## src/rtl/glitc_dac_i2c_sequencer.sv

```systemverilog
// rtl/glitc_dac_i2c_sequencer.sv - pushes pending Vped DAC settings to two quad I2C DACs via the OpenCores I2C master
// Optional: define GLITC_DAC_RETRY_EN to retry a frame once (after STOP and a 256-clock wait) on its first NACK.
module glitc_dac_i2c_sequencer #(
    parameter logic [6:0]  DAC0_ADDR    = 7'h60,
    parameter logic [6:0]  DAC1_ADDR    = 7'h61,
    parameter logic [15:0] PRESCALE     = 16'd99,
    parameter logic [15:0] POLL_TIMEOUT = 16'd50000
) (
    input  logic        user_clk_i,
    input  logic        user_rst_i,
    input  logic [7:0]  dac_pending_i,
    input  logic [95:0] dac_value_i,
    input  logic [7:0]  dac_eeprom_i,
    input  logic        pause_i,
    output logic [7:0]  dac_done_o,
    output logic        busy_o,
    output logic        init_done_o,
    output logic        error_o,
    output logic [7:0]  error_code_o,
    output logic [2:0]  wb_adr_o,
    output logic [7:0]  wb_dat_o,
    input  logic [7:0]  wb_dat_i,
    output logic        wb_we_o,
    output logic        wb_cyc_o,
    output logic        wb_stb_o,
    input  logic        wb_ack_i
);
    typedef enum logic [3:0] {
        S_INIT, S_IDLE, S_WR_TXR, S_WR_CR, S_POLL, S_CHECK,
        S_STOP_CR, S_STOP_POLL, S_RETRY_WAIT, S_FIN
    } state_t;

    state_t      r_state, w_state_nxt;
    logic        r_cyc, r_eep, r_nack, r_busy, r_init_done, r_err;
    logic [1:0]  r_byte, r_code;
    logic [2:0]  r_ch;
    logic [11:0] r_val;
    logic [15:0] r_poll_cnt;
    logic [7:0]  r_done, r_err_code;
    logic        w_acc, w_we, w_ack, w_tip, w_rxack, w_expired, w_retry_go, w_sel_eep, w_unused;
    logic [2:0]  w_adr, w_sel;
    logic [7:0]  w_dat, w_tx_byte, w_cr_byte;
    logic [11:0] w_sel_val;
`ifdef GLITC_DAC_RETRY_EN
    logic        r_retried, r_retry_go;
    logic [7:0]  r_wait;
    assign w_retry_go = r_retry_go;
`else
    assign w_retry_go = 1'b0;
`endif

    assign w_ack     = r_cyc & wb_ack_i;
    assign w_tip     = wb_dat_i[1];
    assign w_rxack   = wb_dat_i[7];
    assign w_unused  = ^{wb_dat_i[6:2], wb_dat_i[0]};
    assign w_expired = (r_poll_cnt == POLL_TIMEOUT);

    // Lowest pending index wins: scan downward so the last match is the smallest.
    always_comb begin
        w_sel     = '0;
        w_sel_val = '0;
        w_sel_eep = 1'b0;
        for (int i = 7; i >= 0; i--) begin
            if (dac_pending_i[i]) begin
                w_sel     = 3'(i);
                w_sel_val = dac_value_i[12*i +: 12];
                w_sel_eep = dac_eeprom_i[i];
            end
        end
    end

    always_comb begin
        case (r_byte)
            2'd0:    w_tx_byte = {(r_ch[2] ? DAC1_ADDR : DAC0_ADDR), 1'b0};
            2'd1:    w_tx_byte = (r_eep ? 8'h58 : 8'h40) | {5'b0, r_ch[1:0], 1'b0};
            2'd2:    w_tx_byte = {4'b0000, r_val[11:8]};
            default: w_tx_byte = r_val[7:0];
        endcase
        case (r_byte)
            2'd0:    w_cr_byte = 8'h90;
            2'd3:    w_cr_byte = 8'h50;
            default: w_cr_byte = 8'h10;
        endcase
    end

    always_comb begin
        w_state_nxt = r_state;
        w_acc       = 1'b0;
        w_we        = 1'b0;
        w_adr       = 3'd0;
        w_dat       = 8'h00;
        case (r_state)
            S_INIT: begin
                w_acc = 1'b1;
                w_we  = 1'b1;
                w_adr = {1'b0, r_byte};
                w_dat = (r_byte == 2'd0) ? PRESCALE[7:0] : (r_byte == 2'd1) ? PRESCALE[15:8] : 8'h80;
                if (w_ack && r_byte == 2'd2) w_state_nxt = S_IDLE;
            end
            // A done pulse still on the output means upstream has not yet cleared that pending bit.
            S_IDLE: if (!pause_i && |dac_pending_i && r_done == '0) w_state_nxt = S_WR_TXR;
            S_WR_TXR: begin
                w_acc = 1'b1;
                w_we  = 1'b1;
                w_adr = 3'd3;
                w_dat = w_tx_byte;
                if (w_ack) w_state_nxt = S_WR_CR;
            end
            S_WR_CR: begin
                w_acc = 1'b1;
                w_we  = 1'b1;
                w_adr = 3'd4;
                w_dat = w_cr_byte;
                if (w_ack) w_state_nxt = S_POLL;
            end
            S_POLL: begin
                w_acc = !w_expired;
                w_adr = 3'd4;
                if (!r_cyc && w_expired)  w_state_nxt = S_STOP_CR;
                else if (w_ack && !w_tip) w_state_nxt = S_CHECK;
            end
            S_CHECK: begin
                if (r_nack)               w_state_nxt = S_STOP_CR;
                else if (r_byte == 2'd3)  w_state_nxt = S_FIN;
                else                      w_state_nxt = S_WR_TXR;
            end
            S_STOP_CR: begin
                w_acc = 1'b1;
                w_we  = 1'b1;
                w_adr = 3'd4;
                w_dat = 8'h40;
                if (w_ack) w_state_nxt = (r_code == 2'b10) ? S_FIN : S_STOP_POLL;
            end
            S_STOP_POLL: begin
                w_acc = !w_expired;
                w_adr = 3'd4;
                if ((!r_cyc && w_expired) || (w_ack && !w_tip))
                    w_state_nxt = w_retry_go ? S_RETRY_WAIT : S_FIN;
            end
`ifdef GLITC_DAC_RETRY_EN
            S_RETRY_WAIT: if (r_wait == 8'hFF) w_state_nxt = S_WR_TXR;
`endif
            S_FIN:   w_state_nxt = S_IDLE;
            default: w_state_nxt = S_INIT;
        endcase
    end

    always_ff @(posedge user_clk_i) begin
        if (user_rst_i) begin
            r_state     <= S_INIT;
            r_cyc       <= 1'b0;
            r_byte      <= '0;
            r_ch        <= '0;
            r_val       <= '0;
            r_eep       <= 1'b0;
            r_nack      <= 1'b0;
            r_code      <= '0;
            r_poll_cnt  <= '0;
            r_busy      <= 1'b0;
            r_init_done <= 1'b0;
            r_done      <= '0;
            r_err       <= 1'b0;
            r_err_code  <= '0;
`ifdef GLITC_DAC_RETRY_EN
            r_retried   <= 1'b0;
            r_retry_go  <= 1'b0;
            r_wait      <= '0;
`endif
        end else begin
            r_state <= w_state_nxt;
            r_done  <= '0;
            r_err   <= 1'b0;
            // Launching only from an idle bus leaves one dead cycle between accesses.
            if (r_cyc) begin
                if (wb_ack_i) r_cyc <= 1'b0;
            end else if (w_acc) begin
                r_cyc <= 1'b1;
            end
            if (r_state == S_POLL || r_state == S_STOP_POLL) begin
                if (!w_expired) r_poll_cnt <= r_poll_cnt + 16'd1;
            end else begin
                r_poll_cnt <= '0;
            end
            case (r_state)
                S_INIT: if (w_ack) begin
                    if (r_byte == 2'd2) begin
                        r_byte      <= 2'd0;
                        r_init_done <= 1'b1;
                    end else begin
                        r_byte <= r_byte + 2'd1;
                    end
                end
                S_IDLE: if (w_state_nxt == S_WR_TXR) begin
                    r_ch       <= w_sel;
                    r_val      <= w_sel_val;
                    r_eep      <= w_sel_eep;
                    r_busy     <= 1'b1;
                    r_byte     <= 2'd0;
                    r_code     <= 2'b00;
                    r_nack     <= 1'b0;
`ifdef GLITC_DAC_RETRY_EN
                    r_retried  <= 1'b0;
                    r_retry_go <= 1'b0;
`endif
                end
                S_POLL: begin
                    if (!r_cyc && w_expired)  r_code <= 2'b10;
                    else if (w_ack && !w_tip) r_nack <= w_rxack;
                end
                S_CHECK: begin
                    if (r_nack) begin
                        r_nack <= 1'b0;
`ifdef GLITC_DAC_RETRY_EN
                        if (!r_retried) r_retry_go <= 1'b1;
                        else            r_code     <= 2'b11;
`else
                        r_code <= 2'b01;
`endif
                    end else if (r_byte != 2'd3) begin
                        r_byte <= r_byte + 2'd1;
                    end
                end
`ifdef GLITC_DAC_RETRY_EN
                S_RETRY_WAIT: begin
                    r_wait <= r_wait + 8'd1;
                    if (r_wait == 8'hFF) begin
                        r_byte     <= 2'd0;
                        r_retried  <= 1'b1;
                        r_retry_go <= 1'b0;
                    end
                end
`endif
                S_FIN: begin
                    r_done <= 8'(1) << r_ch;
                    r_busy <= 1'b0;
                    if (r_code != 2'b00) begin
                        r_err      <= 1'b1;
                        r_err_code <= {r_ch, 3'b000, r_code};
                    end
                end
                default: ;
            endcase
        end
    end

    assign wb_cyc_o     = r_cyc;
    assign wb_stb_o     = r_cyc;
    assign wb_we_o      = r_cyc & w_we;
    assign wb_adr_o     = r_cyc ? w_adr : 3'd0;
    assign wb_dat_o     = r_cyc ? w_dat : 8'h00;
    assign dac_done_o   = r_done;
    assign busy_o       = r_busy;
    assign init_done_o  = r_init_done;
    assign error_o      = r_err;
    assign error_code_o = r_err_code;
endmodule
```

## config.mk

```make
export PLATFORM = sky130hd
export DESIGN_NAME = glitc_dac_i2c_sequencer
export DESIGN_NICKNAME = d
export VERILOG_FILES = /design/src/rtl/glitc_dac_i2c_sequencer.sv
export SDC_FILE = /design/constraint.sdc
export NUM_CORES = 1
export LEC_CHECK = 0
export CORE_UTILIZATION = 43
export DETAILED_ROUTE_END_ITERATION = 12
export PLACE_DENSITY = 0.81
export SYNTH_ARGS = -nofsm -noshare
export SYNTH_HDL_FRONTEND = slang
export SYNTH_SLANG_ARGS = --single-unit
```

## constraint.sdc

```tcl
create_clock -name user_clk_i -period 2.55 [get_ports user_clk_i]
set_clock_uncertainty 0.15 [all_clocks]
set_input_delay 0.51 -clock user_clk_i [delete_from_list [all_inputs] [get_ports user_clk_i]]
set_output_delay 0.51 -clock user_clk_i [all_outputs]
set_load 0.02 [all_outputs]
```

==> insert_results.sql <==
INSERT INTO impl_metrics (metric_group, metric, value, unit) VALUES
('die', 'floorplan.rows', '33', ''),
('hold_path', 'hold_depth', '2', ''),
('final_layout', 'layout_commonest_cell', 'sky130_fd_sc_hd__clkdlybuf4s50_1', ''),
('critical_path', 'cp.buffers_inverters', '2', ''),
('timing', 'rsz_0062_raised_after_global_routing', 'true', ''),
('global_route', 'globalRouteOverflowTotal', '0', ''),
('routing', 'drt-total-wl', '13100', 'µm'),
('run', 'max_cap_viols', '0', ''),
('routing', 'detailedRoute.firstPassIterationCount', '5', ''),
('yosys', 'syn_area_per_cell', '7.94', 'µm²'),
('clock_tree', 'clkTransAtPathRegs', '70', 'ps'),
('final_layout', 'area_delta_synth_final', '52.5', '%'),
('global_route', 'grt_util_all_layers', '27.9', '%'),
('critical_path', 'crit_arrival', '1780', 'ps'),
('hold_path', 'min_delay_worst_endpoint', 'r_val[1]', ''),
('global_route', 'grt_first_pass_wirelength', '19600', 'µm'),
('yosys', 'synthesis_warning_total', '0', ''),
('timing', 'worst-slew-pin-transition', '548', 'ps'),
('critical_path', 'cp-end-kind', 'primary output', ''),
('global_route', 'grt_pass1_vias', '4036', ''),
('yosys', 'synth.distinct_cells', '73', ''),
('critical_path', 'r2r_cells', '7', ''),
('critical_path', 'critical_path_required', '1890', 'ps'),
('yosys', 'syn-cell-area', '3730', 'µm²'),
('final_layout', 'fillers', '672', ''),
('timing', 'post-route-period-util', '95.8', '%'),
('clock_tree', 'cts_tree', 'built', ''),
('critical_path', 'timing.critical_path.fanout_max', '6', ''),
('power_and_ir_drop', 'power_leakage', '1.97', 'nW'),
('critical_path', 'critical_path.startpoint', 'r_byte[0]', ''),
('power_and_ir_drop', 'pwr_density_cell', '456', 'nW/µm²'),
('final_layout', 'fin_nets', '759', ''),
('critical_path', 'timing.critical_path.slowest_cell_delay', '340', 'ps'),
('final_layout', 'finalInstanceArea', '5690', 'µm²'),
('routing', 'detailedRoute.firstIterationViolations', '263', ''),
('yosys', 'portion_of_the_post_synthesis_area_used_by_sequential_elements', '31.1', '%'),
('critical_path', 'critical_path.startpoint_type', 'register', ''),
('global_route', 'antenna_violations_before_repair', '0', ''),
('die', 'floorplan.io_pins', '157', ''),
('hold_path', 'worstHoldPathType', 'reg -> reg', ''),
('timing', 'final_hold_viol_count', '0', ''),
('critical_path', 'criticalPathCategory', 'reg -> out', ''),
('routing', 'remaining_drc_errors', '0', ''),
('yosys', 'leading_register_cell_type_out_of_synthesis', 'sky130_fd_sc_hd__dfxtp_1', ''),
('critical_path', 'worst-r2r-setup-slack', '450', 'ps'),
('power_and_ir_drop', 'vdd_ir_drop_max', '0.329', 'mV'),
('clock_tree', 'cts.htree.levels', '3', ''),
('yosys', 'synth_edf_count', '0', ''),
('clock_tree', 'ctsLongestPathBuffers', '2', ''),
('die', 'floorplan.die.height', '95.2', 'µm'),
('outcome', 'status', 'completed', ''),
('yosys', 'postSynth.asyncResetShare', '0', '%'),
('clock_tree', 'cts-root-buf', 'sky130_fd_sc_hd__clkbuf_8', ''),
('die', 'die_width', '95.2', 'µm'),
('place', 'place.gp.congestion', '0.878', ''),
('yosys', 'synth_seq_cells', '58', ''),
('place', 'hpwl', '10100', 'µm'),
('die', 'die_area', '9060', 'µm²'),
('clock_tree', 'cts_hold_buf', '0', ''),
('critical_path', 'r2r-start', 'r_state[3]', ''),
('critical_path', 'crit_path_cell_trace', 'inv_1 > ha_2 > a21oi_1 > nor3_1 > o21ai_0 > a21boi_1 > clkdlybuf4s15_2', ''),
('timing', 'max_freq', '0.409', 'GHz'),
('routing', 'antenna_left', '0', ''),
('die', 'initial_utilization', '45.0', '%'),
('critical_path', 'crit_slowest_cell', 'sky130_fd_sc_hd__dfxtp_2', ''),
('place', 'placement.cell_area', '5460', 'µm²'),
('final_layout', 'antennaDiodeCount', '0', ''),
('clock_tree', 'clock_latency', '340', 'ps'),
('timing', 'finalMaxSlewViolations', '0', ''),
('die', 'fp.coreArea', '8300', 'µm²'),
('final_layout', 'layout_common_cells', '135 x sky130_fd_sc_hd__clkdlybuf4s50_1, 58 x sky130_fd_sc_hd__nor2_1, 56 x sky130_fd_sc_hd__dfxtp_1', '');
-- layer usage --
layer  wire, µm  track usage, %  up-vias  part of all wire (%)
met5          0               0        -                     0
met3        887            4.39       28                   6.8
met1       5770            37.9     2039                    44
met2       6170            44.1      179                    47
li1           -               -     2067                     -
met4        252            10.9        0                   1.9
-- report_power, final --
part	switching [mW]	total (mW)	leakage (nW)	internal, mW
logic	0.232	0.525	1.37	0.293
registers	0.00776	0.924	0.469	0.916
clock network	0.374	1.15	0.134	0.774
-- final cells by class --
type                            count  area (µm²)  share of cell area (%)
Multi-Input combinational cell    364        2330                    41.0
Clock inverter                      5         125                    2.20
Inverter                           13        50.0                   0.879
Timing Repair Buffer              183        1750                    30.7
Tap cell                          105         131                    2.31
Clock buffer                       11         141                    2.48
Sequential cell                    58        1160                    20.4
-- through the flow --
| step | TNS (ps) | hold slack [ps] | instances | power (mW) | setup slack (ps) |
|---|---|---|---|---|---|
| after floorplan | 0 | 282 | 472 | 1.16 | 235 |
| final | 0 | 304 | 739 | 2.60 | 106 |
| after CTS | -33.3 | 304 | 739 | 2.60 | -33.3 |
| after global routing | -74.7 | 325 | 739 | 2.68 | -34.4 |
| after detailed placement | -25.8 | 295 | 723 | 1.47 | -25.8 |
| after global placement | 0 | 291 | 723 | 1.46 | 11.7 |
-- registers in the layout, indices dropped and copies added, names as in the netlist --
register      flops
r_state           4
error_code_o      5
error_o           1
busy_o            1
dac_done_o        8
r_poll_cnt       16
r_code            2
r_eep             1
r_byte            2
init_done_o       1
r_val            12
wb_cyc_o          1
r_nack            1
r_ch              3
-- logic make-up after synthesis --
logic type               synth area share [%]
adder cells (fa/ha/maj)                  2.28
flip-flops                               31.1
AND/OR/NAND/NOR                          25.3
XOR/XNOR                                 3.28
other                                   0.100
buffers and inverters                    6.77
AO/OA/AOI/OAI                            30.3
multiplexers                            0.804
-- how the worst max path moves through the flow --
stage,cells past startpoint,to,slack (ps)
after floorplan,5,wb_dat_o[6],230
after global placement,7,wb_dat_o[6],10
after detailed placement,7,wb_dat_o[6],-30
after CTS,7,wb_dat_o[1],-30
after global routing,5,wb_dat_o[3],-30
final,7,wb_dat_o[6],110
-- cells in the mapped netlist (all sizes together) (6+ instances only) --
cell	n	area (µm²)
a21oi	37	185
a221oi	27	243
and3	9	56.3
buf	22	148
clkbuf	15	56.3
dfxtp	58	1160
ha	6	75.1
inv	12	45.0
nand2	36	135
nand2b	20	125
nand3	17	95.1
nor2	59	224
nor3	9	56.3
o2111ai	11	96.3
o21ai	24	120
o221ai	10	87.6
o31ai	6	58.8
xnor2	8	70.1
xor2	6	52.6
-- worst min-delay path, stage by stage, from the launching register on --
cell	delay [ps]
sky130_fd_sc_hd__dfxtp_1	310
sky130_fd_sc_hd__nand2_1	50
sky130_fd_sc_hd__a21oi_1	50
-- what timing repair did --
action | 4_1_cts | 5_1_grt
resized for setup | 22 | 21
pin swaps | 0 | 2
endpoints found under the setup margin | 12 | 11
buffers inserted | 0 | 0
(Power assumes the default switching activity.)
